===== src/rtl/uc_compara_tiros_e_asteroides.sv =====
// Shot-vs-asteroid comparison control unit: scans every asteroid against every shot,
// destroys matching active asteroids, consumes the shot and pulses fim when the scan ends.
module uc_compara_tiros_e_asteroides #(
  parameter int unsigned N_AST = 16,
  parameter int unsigned AST_W = 4,
  parameter int unsigned N_TIR = 4,
  parameter int unsigned TIR_W = 2,
  parameter int unsigned POS_W = 8
) (
  input  logic             clock,
  input  logic             reset,
  input  logic             iniciar_comparacao_tiros,
  input  logic [POS_W-1:0] asteroide_pos,
  input  logic             asteroide_ativo,
  input  logic [POS_W-1:0] tiro_pos,
  input  logic             tiro_ativo,
  output logic [AST_W-1:0] asteroide_addr,
  output logic [TIR_W-1:0] tiro_addr,
  output logic             enable_load_asteroide,
  output logic             new_destruido_asteroide,
  output logic             enable_load_tiro,
  output logic             new_ativo_tiro,
  output logic             pontua,
  output logic             fim_compara_tiros_e_asteroides,
  output logic [4:0]       db_estado
);

  localparam logic [AST_W-1:0] AST_MAX = AST_W'(N_AST - 1);
  localparam logic [TIR_W-1:0] TIR_MAX = TIR_W'(N_TIR - 1);

  typedef enum logic [4:0] {
    st_inicio   = 5'd0,
    st_espera   = 5'd1,
    st_zera     = 5'd2,
    st_compara  = 5'd3,
    st_destroi  = 5'd4,
    st_inc_ast  = 5'd5,
    st_inc_tiro = 5'd6,
    st_fim      = 5'd7
  } estado_t;

  estado_t estado, estado_next;

  logic       hit_c;
  logic       ast_ultimo_c;
  logic       el_ast_nx, nd_ast_nx, el_tiro_nx, pontua_nx, fim_nx;
  logic [4:0] db_nx;

  assign hit_c        = asteroide_ativo & tiro_ativo & (asteroide_pos == tiro_pos);
  assign ast_ultimo_c = (asteroide_addr == AST_MAX);

  always_ff @(posedge clock or negedge reset) begin
    if (!reset) estado <= st_inicio;
    else        estado <= estado_next;
  end

  // Next state plus the output decode of that next state, so outputs come out of flops.
  always_comb begin
    estado_next = st_inicio;
    el_ast_nx   = 1'b0;
    nd_ast_nx   = 1'b0;
    el_tiro_nx  = 1'b0;
    pontua_nx   = 1'b0;
    fim_nx      = 1'b0;
    db_nx       = 5'd0;

    case (estado)
      st_inicio:   estado_next = st_espera;
      st_espera:   estado_next = iniciar_comparacao_tiros ? st_zera : st_espera;
      st_zera:     estado_next = st_compara;
      st_compara: begin
        if (hit_c)
          estado_next = st_destroi;
        else if (!asteroide_ativo || (tiro_addr == TIR_MAX))
          estado_next = ast_ultimo_c ? st_fim : st_inc_ast;
        else
          estado_next = st_inc_tiro;
      end
      st_destroi:  estado_next = ast_ultimo_c ? st_fim : st_inc_ast;
      st_inc_ast:  estado_next = st_compara;
      st_inc_tiro: estado_next = st_compara;
      st_fim:      estado_next = st_espera;
      default:     estado_next = st_inicio;
    endcase

    case (estado_next)
      st_espera:   db_nx = 5'd1;
      st_zera:     db_nx = 5'd2;
      st_compara:  db_nx = 5'd3;
      st_destroi: begin
        db_nx      = 5'd4;
        el_ast_nx  = 1'b1;
        nd_ast_nx  = 1'b1;
        el_tiro_nx = 1'b1;
        pontua_nx  = 1'b1;
      end
      st_inc_ast:  db_nx = 5'd5;
      st_inc_tiro: db_nx = 5'd6;
      st_fim: begin
        db_nx  = 5'd7;
        fim_nx = 1'b1;
      end
      default:     db_nx = 5'd0;
    endcase
  end

  always_ff @(posedge clock or negedge reset) begin
    if (!reset) begin
      enable_load_asteroide          <= 1'b0;
      new_destruido_asteroide        <= 1'b0;
      enable_load_tiro               <= 1'b0;
      new_ativo_tiro                 <= 1'b0;
      pontua                         <= 1'b0;
      fim_compara_tiros_e_asteroides <= 1'b0;
      db_estado                      <= 5'd0;
    end else begin
      enable_load_asteroide          <= el_ast_nx;
      new_destruido_asteroide        <= nd_ast_nx;
      enable_load_tiro               <= el_tiro_nx;
      new_ativo_tiro                 <= 1'b0;
      pontua                         <= pontua_nx;
      fim_compara_tiros_e_asteroides <= fim_nx;
      db_estado                      <= db_nx;
    end
  end

  // Address counters: cleared in zera, stepped in the inc states, held otherwise.
  always_ff @(posedge clock or negedge reset) begin
    if (!reset) begin
      asteroide_addr <= '0;
      tiro_addr      <= '0;
    end else begin
      case (estado)
        st_zera: begin
          asteroide_addr <= '0;
          tiro_addr      <= '0;
        end
        st_inc_ast: begin
          asteroide_addr <= asteroide_addr + AST_W'(1);
          tiro_addr      <= '0;
        end
        st_inc_tiro: tiro_addr <= tiro_addr + TIR_W'(1);
        default: ;
      endcase
    end
  end

endmodule


===== config.mk =====
export PLATFORM = sky130hd
export DESIGN_NAME = uc_compara_tiros_e_asteroides
export DESIGN_NICKNAME = d
export VERILOG_FILES = /design/src/rtl/uc_compara_tiros_e_asteroides.sv
export SDC_FILE = /design/constraint.sdc
export NUM_CORES = 1
export LEC_CHECK = 0
export BUFFER_PORTS_ARGS = -buffer_cell sky130_fd_sc_hd__buf_2
export CAP_MARGIN = 20
export CORE_UTILIZATION = 44
export DETAILED_ROUTE_END_ITERATION = 12
export PLACE_DENSITY = 0.77
export REMOVE_ABC_BUFFERS = 1
export SLEW_MARGIN = 20
export SYNTH_ARGS = -nofsm -noshare
export SYNTH_HDL_FRONTEND = slang
export SYNTH_SLANG_ARGS = --single-unit

===== constraint.sdc =====
create_clock -name clock -period 1.69 [get_ports clock]
set_clock_uncertainty 0.2 [all_clocks]
set_input_delay 0.2535 -clock clock [delete_from_list [all_inputs] [get_ports clock]]
set_output_delay 0.2535 -clock clock [all_outputs]
set_load 0.02 [all_outputs]

==> results of run 1 <==
## final cells by class
type	count	area (um^2)
flip-flops and latches	12	300.3
well taps	16	20.02
fillers	143	603.1
multi-input cells	66	410.4
clock buffers	4	36.28
inverters	1	3.754
repair buffers	38	202.7
## worst register-to-register path, cell delays in order, from the launching register on
cell,delay [ps]
dfrtp_1,560
nand2b_1,120
or2_2,300
a21oi_1,190
a21bo_2,170
## cells in the final DEF (no fill, tap or decap), types with 2 or more instances in the layout
cell type	synthesis	layout
buf_2	1	34
dfrtp_1	12	12
xnor2_1	8	8
nand3_1	8	8
a21oi_1	8	8
nor2_1	6	6
nand2b_1	5	5
o21ai_0	5	5
nand2_1	5	5
conb_1	1	3
clkbuf_4	0	3
buf_4	8	3
and3_1	2	2
a21bo_2	2	2
ha_1	2	2
## how the worst max path moves through the flow
stage / depth (start not counted) / to
after global placement: 5 / db_estado[0]$_DFF_PN0_
after global routing: 5 / fim_compara_tiros_e_asteroides$_DFF_PN0_
final: 4 / estado[1]$_DFF_PN0_
after detailed placement: 5 / db_estado[0]$_DFF_PN0_
after floorplan: 5 / fim_compara_tiros_e_asteroides$_DFF_PN0_
after CTS: 5 / fim_compara_tiros_e_asteroides$_DFF_PN0_
## metal layers
metal | global-route usage (%) | share of wire, % | vias to the layer above | wire length (um)
li1 | - | - | 355 | -
met1 | 18.86 | 41 | 329 | 622
met2 | 28.82 | 47 | 43 | 726
met4 | 14.55 | 3.3 | 0 | 50
met5 | 0 | 0 | - | 0
met3 | 2.857 | 8.6 | 5 | 131
## cells by family after synthesis
kind of cell | count (synthesis)
flops | 12
fa+ha+maj | 2
simple gates | 34
compound gates | 19
other cells | 1
buf+inv | 11
xor+xnor | 8
## stage by stage
stage | hold slack, ps | utilization, % | worst slack, ps | cell area, um^2 | total power [mW]
floorplan | -242.1 | - | 56.14 | 714.4 | 0.8583
global placement | -57.71 | 58.81 | 55.17 | 927.1 | 1.061
detailed placement | -53.57 | 58.81 | 27.52 | 927.1 | 1.085
CTS | 108.5 | 61.75 | 95.68 | 973.4 | 1.316
global route | 129.3 | 61.75 | 43.65 | 973.4 | 1.400
finish | 108.3 | 61.75 | 98.57 | 973.4 | 1.306
## where the power goes
group,switching (mW),total (mW),internal [mW]
sequential,0.0802,0.448,0.368
combinational,0.343,0.629,0.286
clock,0.0983,0.229,0.131
## registers in the layout, indices dropped and copies added (netlist names)
name / cells
asteroide_addr: 4
db_estado: 3
estado: 1
fim_compara_tiros_e_asteroides: 1
pontua: 1
tiro_addr: 2
==> metrics.md, run 1 <==
| Metric | Value |
|---|---|
| Failing checks | `design-rule violations` |
| Max incr delay on CP | `~560 ps` |
| Syn-to-layout area delta | `24.28%` |
| Post-synth top area share | `38.34%` |
| # DRC | `2` |
| Critical R2R Launch | `db_estado[0]$_DFF_PN0_` |
| Ports | `38` |
| Synth Area in Compound Gates | `15.02%` |
| Gr usage total | `17.24%` |
| Placeable Area | `0.001577 mm^2` |
| Clk root buf | `clkbuf_4` |
| Hold depth | `3` |
| Die area | `between 0.0015 and 0.002 mm^2` |
| Post-DP HPWL | `1261 um` |
| Via density | `5.343` |
| Tmin final | `1591 ps` |
| Top cell types by occurrence after synthesis | `12 x dfrtp_1, 8 x a21oi_1, 8 x buf_4, 8 x nand3_1, 8 x xnor2_1` |
| Fmax | `628.4 MHz` |
| Initial DRC count | `11` |
| Initial core utilization | `49.68%` |
| Initial antenna violation count | `0` |
| Register-to-Register Path Depth | `4` |
| P_leak | `0.5198 nW` |
| Startpoint types | `flip-flop` |
| Tcrit/Tclk final | `about 94%` |
| Grt total ovfl | `0` |
| Number of nets in the layout | `145` |
| Simple-Gate Fraction of Synth Area | `23.80%` |
| Setup TNS | `0 ps` |
| PortBufs | `34` |
| Drt pass-1 iters | `8` |
| Status | `finished, violations left` |
| Mapped Cells | `87` |
| Final Hold Viols | `0` |
| Flip-flop and latch count after synthesis | `12` |
| Routed Antenna Nets | `0` |
| Xor and xnor area share after synthesis | `8.946%` |
| Most common cell in the synthesized netlist | `dfrtp_1` |
| Reg-to-Reg End | `estado[1]$_DFF_PN0_` |
| First-pass GRT wire length | `between 2000 and 2500 um` |
| Crit path kind | `flip-flop to flip-flop` |
| Vias in the first global route | `604` |
| Leading area contributor after synthesis | `dfrtp_1` |
| Placed Cells | `132` |
| Ys async rst share | `between 90% and 100%` |
| Drt total wl | `1530 um` |
| CTS H-tree lvls | `1` |
| CTS Sinks | `12` |
| DR WL/cell | `11.17 um` |
| CTS clk-pin slew, worst paths | `70 ps` |
| Buf/Inv on CP | `0` |
| Hold Buf Count CTS | `1` |
| CP required | `1710 ps` |
| Largest net degree at the start of global routing | `13` |
| Critical Path AT | `1610 ps` |
| Hold Crit Start | `iniciar_comparacao_tiros` |
| Mean Syn Cell Area | `9.003 um^2` |
| Largest family of logic cells by synthesized area | `simple AND/OR/NAND/NOR gates` |
| Placer congestion estimate | `0.8663` |
| Mapped cell area | `783.3 um^2` |
| CP cell instances | `nand2b_1 -> or2_2 -> a21oi_1 -> a21bo_2` |
| Max Cap Violations | `0` |
| Post-Synth Adder-Cell Area | `3.195%` |
| Top post-synthesis cells by area | `dfrtp_1 38%, xnor2_1 8.9%, buf_4 7.7%` |
| CTS buffer count | `3` |
| Distinct cells, synth | `28` |
| Seq/Total Area, Yosys | `38.34%` |
| Share of cells above drive strength 1 | `about two fifths` |
| Antenna Cells | `0` |
| CP endpoint kind | `flip-flop` |
| Worst IR Drop VDD | `between 600 and 700 uV` |
| Fin. max-slew vios | `0` |
| Power density over cell area | `1342 mW/mm^2` |
| # setup viols final | `0` |
| Max Fanout on Critical Path | `12` |
| Synth warnings | `0` |
| Chip Height | `44.19 um` |
| Skew-Pair Late Insertion Delay | `~280 ps` |
| Number of gates resized after cts | `0` |
| RSZ-0062 raised after global routing | `no` |
| Critical path startpoint | `db_estado[0]$_DFF_PN0_` |
| Worst path slowest cell | `dfrtp_1` |
| Total setup buffers inserted after CTS | `0` |
| CTS max path bufs | `2` |
| Chip Width | `44.19 um` |
| Core Rows | `14` |
| Post-Layout Cell Count | `137` |
| Post-synth EDFFs | `0` |
| Main synth FF type | `dfrtp_1` |
| CP top delay family | `flip-flops` |
| DR vias | `around 730` |
| Worst Hold Class | `primary input to flip-flop` |
| Reg2reg setup slack | `100 ps` |
| Post-synthesis mux area share | `0%` |
| CTS tree | `done` |
| Hold path endpoint | `db_estado[0]$_DFF_PN0_` |
No activity file was read; power rests on OpenSTA's default activity.
==> inputs of run 2 (changes only) <==
--- a/config.mk
+++ b/config.mk
@@ -7,9 +7,9 @@
 export LEC_CHECK = 0
 export BUFFER_PORTS_ARGS = -buffer_cell sky130_fd_sc_hd__buf_2
 export CAP_MARGIN = 20
-export CORE_UTILIZATION = 44
+export CORE_UTILIZATION = 48
 export DETAILED_ROUTE_END_ITERATION = 12
-export PLACE_DENSITY = 0.77
+export PLACE_DENSITY = 0.87
 export REMOVE_ABC_BUFFERS = 1
 export SLEW_MARGIN = 20
 export SYNTH_ARGS = -nofsm -noshare
==> constraint.sdc (replaced) <==
create_clock -name clock -period 1.9 [get_ports clock]
set_clock_uncertainty 0.2 [all_clocks]
set_input_delay 0.285 -clock clock [delete_from_list [all_inputs] [get_ports clock]]
set_output_delay 0.285 -clock clock [all_outputs]
set_load 0.02 [all_outputs]
==> run 2 against run 1 <==
Against the previous run:
- the run now ends clean
- critical path type unchanged
- global-route usage up 3.3 points
- largest power group unchanged
- highest routed layer unchanged
- via count fell by 0.27%
- combinational power fell by 23%
- critical endpoint unchanged
- hold slack better by 39 ps
- critical path depth unchanged
==> metrics.md, run 2 (synthesis gave the netlist of run 1 again) <==
| Metric | Value |
|---|---|
| Startpoint types | `flip-flop` |
| Tcrit/Tclk final | `88.20% (-6.0 points)` |
| Chip Width | `42.40 um (-4.1%)` |
| Number of nets in the layout | `142 (-2.1%)` |
| # fillers | `136 (-4.9%)` |
| Worst Hold Class | `primary input to flip-flop` |
| Overall power | `1.125 mW (-14%)` |
| CTS buffer count | `3 (unchanged)` |
| DR WL/cell | `11.50 um (+3.0%)` |
| Chip Height | `42.40 um (-4.1%)` |
| Routed Antenna Nets | `0 (unchanged)` |
| DR vias | `730 (-0.27%)` |
| # setup viols final | `0 (unchanged)` |
| Biggest register | `asteroide_addr` |
| CP required | `1870 ps (+160 ps)` |
| CTS tree | `done` |
| Syn-to-layout area delta | `21.41%` |
| Largest net degree at the start of global routing | `13 (unchanged)` |
| CP endpoint kind | `flip-flop` |
| Max incr delay on CP | `430 ps (-130 ps)` |
| Max Cap Violations | `0 (unchanged)` |
| Core Rows | `14 (unchanged)` |
| Worst hold margin | `147.4 ps (+39.05 ps)` |
| Power density over cell area | `1183 mW/mm^2 (-12%)` |
| Vias in the first global route | `652 (+7.9%)` |
| Drt pass-1 iters | `4 (-4)` |
| CTS max path bufs | `2 (unchanged)` |
| Gr usage total | `20.56% (+3.3 points)` |
| CP cell instances | `ha_1 -> and3_1 -> a21oi_1 -> a21bo_2` |
| Grt total ovfl | `0 (unchanged)` |
| Max Fanout on Critical Path | `6 (-6)` |
| PortBufs | `34 (unchanged)` |
| # DRC | `0 (-2)` |
| Pre-CTS WS | `180.9 ps (+153.4 ps)` |
| Clk root buf | `clkbuf_4` |
| Setup TNS | `0 ps (unchanged)` |
| Via density | `5.448 (+2.0%)` |
| Post-route cell area | `950.9 um^2 (-2.3%)` |
| Placer congestion estimate | `0.8374 (-3.3%)` |
| DP Area | `904.6 um^2 (-2.4%)` |
| Initial DRC count | `12 (+1)` |
| Die area | `0.001797 mm^2 (-8.0%)` |
| Critical Path AT | `1650 ps (+40 ps)` |
| P_leak | `0.5047 nW (-2.9%)` |
| Skew-Pair Late Insertion Delay | `280 ps (about the same)` |
| Placed Cells | `129 (-2.3%)` |
| Share of cells above drive strength 1 | `37.29% (-1.6 points)` |
| Placeable Area | `0.001506 mm^2 (-4.4%)` |
| Tmin final | `1676 ps (+84.39 ps)` |
| Worst IR Drop VDD | `664.2 uV (+2.3%)` |
| Antenna Cells | `0 (unchanged)` |
| Most frequent cells in the layout | `34 x buf_2, 12 x dfrtp_1, 8 x xnor2_1, 8 x nand3_1, 8 x a21oi_1` |
| First-pass GRT wire length | `2725 um (+17%)` |
| Most common cell after layout, fill and taps aside | `buf_2` |
| Fmax | `596.7 MHz (-5.0%)` |
| Worst path slowest cell | `dfrtp_1` |
| CTS Sinks | `12 (unchanged)` |
| Final Hold Viols | `0 (unchanged)` |
| Initial core utilization | `51.99% (+2.3 points)` |
| Final setup margin | `224.2 ps (+125.6 ps)` |
| Drt total wl | `1541 um (+0.72%)` |
| Fin. max-slew vios | `0 (unchanged)` |
| Crit path kind | `flip-flop to flip-flop` |
| Biggest regs | `asteroide_addr (4), db_estado (3), tiro_addr (2)` |
| Initial antenna violation count | `0 (unchanged)` |
| Max FFs per register | `4 (unchanged)` |
| RSZ-0062 raised after global routing | `no` |
| Post-DP HPWL | `1217 um (-3.5%)` |
| Post-layout util | `63.12% (+1.4 points)` |
| CTS clk-pin slew, worst paths | `80 ps (about the same)` |
| CTS H-tree lvls | `1 (unchanged)` |
| Ports | `38 (unchanged)` |
| Post-Layout Cell Count | `134 (-2.2%)` |
| Status | `finished clean` |
## run 2: metal layers
| metal | share of wire [%] | routed length [um] | track usage, % |
|---|---|---|---|
| met1 | 42 | 645 | 26.24 |
| met2 | 48 | 738 | 32.62 |
| met3 | 7.9 | 121 | 3.879 |
| met4 | 2.3 | 35 | 11.25 |
| met5 | 0 | 0 | 0 |
## run 2: layout make-up
| type | instances | area [um^2] | area share, % |
|---|---|---|---|
| Tap cell | 16 | 20.02 | 2.105 |
| Inverter | 1 | 3.754 | 0.3947 |
| Clock buffer | 4 | 36.28 | 3.816 |
| Timing Repair Buffer | 35 | 180.2 | 18.95 |
| Sequential cell | 12 | 300.3 | 31.58 |
| Multi-Input combinational cell | 66 | 410.4 | 43.16 |
## run 2: worst paths after layout
check                                               from                                        to  slack (ps)  cells past startpoint
min                                           tiro_ativo  fim_compara_tiros_e_asteroides$_DFF_PN0_         150                      4
max reg2reg                asteroide_addr[0]$_DFFE_PN0P_                       estado[1]$_DFF_PN0_         220                      4
min in group asynchronous                          reset             asteroide_addr[3]$_DFFE_PN0P_         200                      2
max                        asteroide_addr[0]$_DFFE_PN0P_                       estado[1]$_DFF_PN0_         220                      4
max in group asynchronous                          reset             asteroide_addr[0]$_DFFE_PN0P_        1090                      2
min reg2reg                     tiro_addr[0]$_DFFE_PN0P_                  tiro_addr[0]$_DFFE_PN0P_         330                      1
## run 2: power breakdown
group,leakage (nW),internal (mW),switching [mW]
Clock,0.0210,0.117,0.0878
Combinational,0.327,0.221,0.264
Sequential,0.156,0.327,0.108
## run 2: worst max-delay path, delay by kind of cell (launching register included)
kind | cells | cell delay (ps)
compound gates | 2 | 440
fa+ha+maj | 1 | 270
flops | 1 | 430
simple gates | 1 | 230
## run 2: timing repair
| item | in CTS | in global routing |
|---|---|---|
| hold endpoints to repair | 12 | 0 |
| buffers inserted | 0 | 0 |
| hold buffers | 1 | 0 |
| gates resized for setup | 0 | 0 |
